==> src/rtl/issue_pkg.sv <==
// Shared types and sizing for the issue controller and its scoreboard.
package issue_pkg;

  localparam int NREG  = 16;
  localparam int REG_W = $clog2(NREG);

  typedef enum logic {
    EMPTY = 1'b0,
    HELD  = 1'b1
  } state_e;

endpackage

==> src/rtl/issue_scoreboard.sv <==
// Register busy scoreboard: issue sets a bit, write-back clears it, a new writer wins a tie.
// With WB_BYPASS_EN defined, the hazard mask already excludes the register being written back.
module issue_scoreboard
  import issue_pkg::*;
#(
  parameter int NREG = issue_pkg::NREG
) (
  input  logic                     clk,
  input  logic                     rst_n,
  input  logic                     set_i,
  input  logic [$clog2(NREG)-1:0]  set_idx_i,
  input  logic                     clr_i,
  input  logic [$clog2(NREG)-1:0]  clr_idx_i,
  output logic [NREG-1:0]          busy_o,
  output logic [NREG-1:0]          hzd_mask_o
);

  logic [NREG-1:0] busy_q, busy_d;
  logic [NREG-1:0] set_vec, clr_vec;

  always_comb begin
    set_vec = '0;
    clr_vec = '0;
    if (set_i) set_vec[set_idx_i] = 1'b1;
    if (clr_i) clr_vec[clr_idx_i] = 1'b1;
    // Set is OR-ed in after the clear so a same-cycle reissue keeps the bit.
    busy_d = (busy_q & ~clr_vec) | set_vec;
  end

  always_ff @(posedge clk or negedge rst_n) begin
    if (!rst_n) busy_q <= '0;
    else        busy_q <= busy_d;
  end

  assign busy_o = busy_q;

`ifdef WB_BYPASS_EN
  assign hzd_mask_o = busy_q & ~clr_vec;
`else
  assign hzd_mask_o = busy_q;
`endif

endmodule

==> src/rtl/issue_ctrl.sv <==
// Single-entry in-order issue stage with RAW/WAW hazard detection and a stall counter.
// Optional WB_BYPASS_EN lets a held instruction issue in the cycle of its releasing write-back.
module issue_ctrl
  import issue_pkg::*;
#(
  parameter int NREG    = issue_pkg::NREG,
  parameter int STALL_W = 8
) (
  input  logic                     clk,
  input  logic                     rst_n,
  input  logic                     in_valid,
  output logic                     in_ready,
  input  logic [$clog2(NREG)-1:0]  in_rd,
  input  logic [$clog2(NREG)-1:0]  in_rs1,
  input  logic [$clog2(NREG)-1:0]  in_rs2,
  input  logic                     in_w,
  input  logic                     in_use_rs2,
  input  logic                     flush,
  input  logic                     wb_valid,
  input  logic [$clog2(NREG)-1:0]  wb_rd,
  output logic                     iss_valid,
  input  logic                     iss_ready,
  output logic [$clog2(NREG)-1:0]  iss_rd,
  output logic [$clog2(NREG)-1:0]  iss_rs1,
  output logic [$clog2(NREG)-1:0]  iss_rs2,
  output logic                     iss_w,
  output logic [NREG-1:0]          busy_mask,
  output logic [STALL_W-1:0]       stall_cnt
);

  state_e                    state_q;
  logic [$clog2(NREG)-1:0]   rd_q, rs1_q, rs2_q;
  logic                      w_q, use_rs2_q;
  logic [STALL_W-1:0]        stall_q, stall_d;
  logic [NREG-1:0]           hzd_mask;
  logic                      hazard, issue, capture;

  issue_scoreboard #(.NREG(NREG)) u_sb (
    .clk        (clk),
    .rst_n      (rst_n),
    .set_i      (issue & w_q),
    .set_idx_i  (rd_q),
    .clr_i      (wb_valid),
    .clr_idx_i  (wb_rd),
    .busy_o     (busy_mask),
    .hzd_mask_o (hzd_mask)
  );

  assign hazard    = hzd_mask[rs1_q] | (use_rs2_q & hzd_mask[rs2_q]) | (w_q & hzd_mask[rd_q]);
  assign iss_valid = (state_q == HELD) & ~hazard & ~flush;
  assign issue     = iss_valid & iss_ready;
  assign in_ready  = ~flush & ((state_q == EMPTY) | issue);
  assign capture   = in_valid & in_ready;

  assign stall_d = ((state_q == HELD) && hazard && (stall_q != {STALL_W{1'b1}}))
                   ? stall_q + STALL_W'(1) : stall_q;

  always_ff @(posedge clk or negedge rst_n) begin
    if (!rst_n) begin
      state_q   <= EMPTY;
      rd_q      <= '0;
      rs1_q     <= '0;
      rs2_q     <= '0;
      w_q       <= 1'b0;
      use_rs2_q <= 1'b0;
      stall_q   <= '0;
    end else begin
      stall_q <= stall_d;
      if (flush) begin
        state_q <= EMPTY;
      end else if (capture) begin
        state_q   <= HELD;
        rd_q      <= in_rd;
        rs1_q     <= in_rs1;
        rs2_q     <= in_rs2;
        w_q       <= in_w;
        use_rs2_q <= in_use_rs2;
      end else if (issue) begin
        state_q <= EMPTY;
      end
    end
  end

  assign iss_rd    = rd_q;
  assign iss_rs1   = rs1_q;
  assign iss_rs2   = rs2_q;
  assign iss_w     = w_q;
  assign stall_cnt = stall_q;

endmodule

==> config.mk <==
export PLATFORM = sky130hd
export DESIGN_NAME = issue_ctrl
export DESIGN_NICKNAME = d
export VERILOG_FILES = /design/src/rtl/issue_pkg.sv /design/src/rtl/issue_scoreboard.sv /design/src/rtl/issue_ctrl.sv
export SDC_FILE = /design/constraint.sdc
export NUM_CORES = 1
export LEC_CHECK = 0
export ABC_AREA = 1
export BUFFER_PORTS_ARGS = -buffer_cell sky130_fd_sc_hd__buf_2
export CAP_MARGIN = 0
export CORE_MARGIN = 2
export CORE_UTILIZATION = 53
export CTS_BUF_LIST = sky130_fd_sc_hd__clkbuf_8 sky130_fd_sc_hd__clkbuf_16
export DETAILED_ROUTE_END_ITERATION = 10
export PLACE_DENSITY = 0.79
export SYNTH_ARGS = -nofsm -noshare
export SYNTH_HDL_FRONTEND = slang
export SYNTH_SLANG_ARGS = --single-unit
==> constraint.sdc <==
create_clock -name clk -period 2.3 [get_ports clk]
set_input_delay 0.23 -clock clk [delete_from_list [all_inputs] [get_ports clk]]
set_output_delay 0.23 -clock clk [all_outputs]
set_load 0.01 [all_outputs]
# ---- Word-level counts from Yosys, hierarchy flattened
# Index checks and enable logic that the tools add are counted.
dict set report op_classes {
  eq_ne 1
  shift 0
  n_addsub 1
  n_bitwise 17
  div_mod_pow 0
  reduce_logical 6
  magnitude_cmp 6
  mux 15
  mul 0
}
# operator n
set ops {}
lappend ops {{$mux 16} 2}
lappend ops {{$lt 4x5->1 const B} 4}
lappend ops {{$and 16x16->16} 1}
lappend ops {{$not 16->16} 1}
lappend ops {{$or 16x16->16} 1}
lappend ops {{$bmux 1 s4} 3}
lappend ops {{$add 8x1->8 const B} 1}
lappend ops {{$and 1x1->1} 8}
lappend ops {{$demux 1 s4} 2}
lappend ops {{$ge 4x1->1 const B} 2}
lappend ops {{$mux 1} 8}
lappend ops {{$ne 8x8->1 const B} 1}
lappend ops {{$logic_and 1x1->1} 4}
lappend ops {{$not 1->1} 3}
lappend ops {{$or 1x1->1} 3}
lappend ops {{$reduce_bool 3->1} 1}
lappend ops {{$reduce_and 2->1} 1}
dict set report totals {
  in_bits 24
  elab_cells 54
  memories 0
  register_bits 39
  mem_bits_ro 0
  output_inout_bits 39
  ram_bits 0
  latch_bits 0
}

# ---- Depth between registers and ports, before layout
dict set report logic_depth {
  depth_word 14
  mapped_depth 19
  depth_no_buf 17
}

# ---- Hierarchy
# From an unflattened synthesis, not the netlist that was laid out.
dict set report unflattened {
  hier_cells 364
  hier_area_um2 2581.2
}
# module cells_per_inst area_each_um2 instances seq_area_each_um2
set by_module_without_submodules {}
lappend by_module_without_submodules {issue_ctrl 237 1630.3 1 575.6}
lappend by_module_without_submodules {issue_scoreboard 127 950.9 1 400.4}

# ---- Least setup slack after synthesis
# No wires, ideal clock.
dict set report synth_path {
  path_type {register to output}
  from {register rd_q[0] (netlist: iss_rd[0])}
  to {output in_ready}
  arrival_time_ns 1.802
  path_slack_ns 0.268
  required_ns 2.070
  path_stages_with_launch 15
  n_path_buf 3
  cell_sequence {dfrtp_1 -> buf_4 -> buf_4 -> nand2_1 -> nand2_1 -> nand2_1 -> nand2_1 -> nand2_1 -> nand2_1 -> nor2_2 -> nor2_2 -> nor2_4 -> nand4_4 -> buf_2 -> a21oi_1}
}
dict set report synth_via {
  elab_chain_len 10
}
# item line_no
set synth_lines {}
lappend synth_lines {{start, declared} issue_ctrl.sv:32} ;# logic [$clog2(NREG)-1:0] rd_q, rs1_q, rs2_q;
lappend synth_lines {{start signal, assigned} issue_ctrl.sv:73} ;# rd_q <= in_rd;
lappend synth_lines {{$bmux 1 s4} issue_ctrl.sv:49} ;# assign hazard = hzd_mask[rs1_q] | (use_rs2_q & hzd_mask[rs2_q]) | (w_q & hzd_mask[rd_q]);
lappend synth_lines {{$mux 1 (not written as such)} issue_ctrl.sv:49}
lappend synth_lines {{$and 1x1->1} issue_ctrl.sv:49}
lappend synth_lines {{$or 1x1->1} issue_ctrl.sv:49}
lappend synth_lines {{$not 1->1} issue_ctrl.sv:50} ;# assign iss_valid = (state_q == HELD) & ~hazard & ~flush;
lappend synth_lines {{$and 1x1->1 (2 in series)} issue_ctrl.sv:50}
lappend synth_lines {{$and 1x1->1} issue_ctrl.sv:51} ;# assign issue = iss_valid & iss_ready;
lappend synth_lines {{$or 1x1->1} issue_ctrl.sv:52} ;# assign in_ready = ~flush & ((state_q == EMPTY) | issue);
lappend synth_lines {{$and 1x1->1} issue_ctrl.sv:52}
lappend synth_lines {{end, declared} issue_ctrl.sv:12} ;# output logic in_ready,
# Every way passes these cells. The select of a mux whose other input is x is not followed.

# ---- Worst setup path in the final report
# Same ends and word-level chain as after synthesis.

==> metrics.txt <==
via count=~2500; cell row count=24; clk buf depth=2; Post-Syn Area=2450 um2; Layout Cells excl Fill=between 400 and 500; crit-path most repeated cell=nand2_1; clk root buf=clkbuf_8; CP Class=flip-flop to primary output; CTS Sinks=39; Net Count, Synth=361; number of synthesis warnings=0; crit-path cells=buf_6, nand2_1, nand2_1, nand2_1, nand2_1, nand2_1, nand2_1, nor2_2, nor2_2, nor2_4, nand4_4, a21oi_2, buf_2; # DRC=0; Tcrit/Tclk final=around 94%; Critical Path AT=just under 2000 ps; IO Count=63; Tmin final=2163 ps; Mapped Cells=roughly 340; CTS tree=done; Least-Margin Pin Slew=~860 ps; Setup Skew=5.369 ps; die height=between 70 and 80 um; Total Wirelength=between 6000 and 7000 um; internal power=1372 uW; Crit Reg-Reg Startpoint=iss_rd[0]; latest clock arrival within the worst-skew pair=290 ps; Yosys top cell area share=around 40%; Final setup viols=0; CP delay by family, top=simple AND/OR/NAND/NOR gates; H-tree Lvls=2; Area growth, synth to finish=17.77%; Seq cells post-synth=39; register area share after synthesis=39.84%; worst-path maximum fanout=16; Initial Util=55.50%; Placed Cells incl. Taps=roughly 440; number of global-route vias before repair=approximately 2200; critical-path cell with the highest stage delay=dfrtp_2; startpoint types=flip-flop; Lkg Pwr=around 0.0015 uW; Max Cap Viol=0; Final Net Count=418; syn avg cell area=around 7.3 um2; Max VDD drop=between 0.4 and 0.5 mV; CP required=about 2100 ps; layout cells sized above 1=between 20 and 25%; Placer Congestion=~0.86; Port Buf Inserts=62; CP Buf/Inv Count=2; die area=a little over 5000 um2; top_reg_cell synth=dfrtp_1; remaining global-route overflow=0; number of synthesized flops with an enable pin=0; gr usage total=about a quarter; Hold Crit Class=input pin to asynchronous set/reset pin; hold_ws=between 40 and 50 ps; Synth area leaders=dfrtp_1 40%, nand2_1 17%, nand3_1 6.9%, inv_1 5.1%, o31ai_1 4.9%; outcome=completed; Worst Setup End Kind=primary output; # diodes=0; Slew Viols, Final=0; largest net degree at the start of global routing=40; sw power=between 800 and 900 uW; Setup crit start=iss_rd[0]; Unique masters post-synth=29; final hold vios=0; Clock transition at path regs=about 80 ps; Reg power frac=between 40% and 50%; die width=71.99 um; First DRT Iteration DRCs=approximately 200; detailed placement HPWL=between 4000 and 5000 um; asr flop ratio synth=between 90% and 100%; TritonCTS buffer count=5; Via density=5.504; switching share of power=37.62%; initial antenna violation count=0; Core ar.=4414 um2; Pwr Density=about 760 nW/um2; Clock power frac=about a quarter; dominant cell type by area after synthesis=dfrtp_1; first-pass GRT wire length=between 10000 and 15000 um; relative slew slack=approximately 42%; # fillers=slightly above 400; antenna viol nets, final=0; Combinational Power Share=about 30%; Max Clk Rate=0.4622 GHz; detail-routed net length per standard cell=approximately 14 um; DR pass1 iterations=4; crit-path max cell delay=460 ps
routing by layer:
metal	track usage, %	vias to the layer above	wire length [um]
met3	4.306	8	439
met1	37.97	1117	2953
met5	0	-	0
met4	5.660	0	73
met2	40.64	90	2949
li1	-	1240	-
state kept, by name (all words and copies together), names as in the netlist:
register	cells
u_sb.busy_o	16
stall_cnt	8
iss_rd	4
iss_rs1	4
iss_rs2	4
iss_w	1
state_q	1
use_rs2_q	1
power by group through the flow:
stage | registers (uW) | clock network, uW | logic [uW]
after floorplan | 943 | 0 | 447
after global placement | 952 | 0 | 656
after detailed placement | 955 | 0 | 670
after CTS | 944 | 585 | 672
after global routing | 970 | 617 | 775
final | 947 | 572 | 681
final cells by class:
type / count / area (um2) / share of cell area [%]
multi-input combinational: 245 / 1242 / 43.06
sequential: 39 / 979.7 / 33.95
timing repair buffer: 67 / 351.6 / 12.19
inverter: 35 / 133.9 / 4.640
clock buffer: 5 / 68.82 / 2.385
tap: 52 / 65.06 / 2.255
clock inverter: 3 / 43.79 / 1.518
cell usage after synthesis, types with 2 or more instances:
cell type	n
nand2_1	113
dfrtp_1	39
nand3_1	34
inv_1	33
o21ai_0	21
o31ai_1	16
nand4_1	14
nor2_1	12
o211ai_1	11
buf_2	7
a21oi_1	5
xor2_1	5
clkbuf_1	4
buf_4	3
buf_6	3
nor2_2	2
nor3_1	2
logic make-up (layout without fill, tap and decap cells):
| group | after synthesis | count (layout) | share of synthesized area (%) |
|---|---|---|---|
| AO/OA/AOI/OAI | 54 | 54 | 13.79 |
| XOR/XNOR | 6 | 6 | 2.145 |
| adder cells (fa/ha/maj) | 1 | 1 | 0.5106 |
| buffers and inverters | 52 | 110 | 9.805 |
| flip-flops | 39 | 39 | 39.84 |
| AND/OR/NAND/NOR | 184 | 184 | 33.91 |
worst reg2reg max path, cell delays in order (launching register included):
cell	delay, ps
dfrtp_2	460
buf_6	170
nand2_1	70
nand2_1	50
nand2_1	50
nand2_1	50
nand2_1	50
nand2_1	60
nor2_2	110
nor2_2	50
nor2_4	110
nand2_1	90
nand2_1	100
inv_1	60
nand2_2	110
inv_1	150
nand3_1	100
nand2_1	50
cell usage in the layout (no fill, tap or decap), drive strengths merged:
cell	instances
nand2	115
nor2	15
clkbuf	5
nand3	35
o31ai	16
ha	1
buf	67
xor2	5
o21ai	22
xnor2	1
o211ai	11
dfrtp	39
bufinv	1
nand3b	1
a21oi	5
inv	34
clkinv	3
nor3	2
nor4	1
nand4	15
worst paths after layout:
check | endpoint | slack, ps | cells past startpoint
max | in_ready | 140 | 13
min | u_sb.busy_o[15] | 40 | 1
max reg2reg | stall_cnt[3] | 300 | 17
min reg2reg | use_rs2_q | 510 | 2
max in group asynchronous | iss_rs2[0] | 1660 | 1
min in group clk | state_q | 170 | 2
metrics by stage:
stage                     setup WS [ps]  cell area, um2  TNS (ps)  utilization, %  power, uW
after floorplan                   267.9            2450         0               -       1390
after global placement            234.3            2749         0           62.27       1608
after detailed placement          238.1            2749         0           62.27       1625
after CTS                         34.65            2861         0           64.82       2201
after global routing             -17.13            2885    -17.13           65.36       2362
final                             136.6            2885         0           65.36       2200
what timing repair did:
action | CTS | global route
endpoints found under the hold margin | 0 | 0
resized for setup | 0 | 6
setup endpoints to repair | 0 | 8
hold buffers | 0 | 0
buffers inserted | 0 | 1
Note: power is estimated with default switching activity, not from simulation.
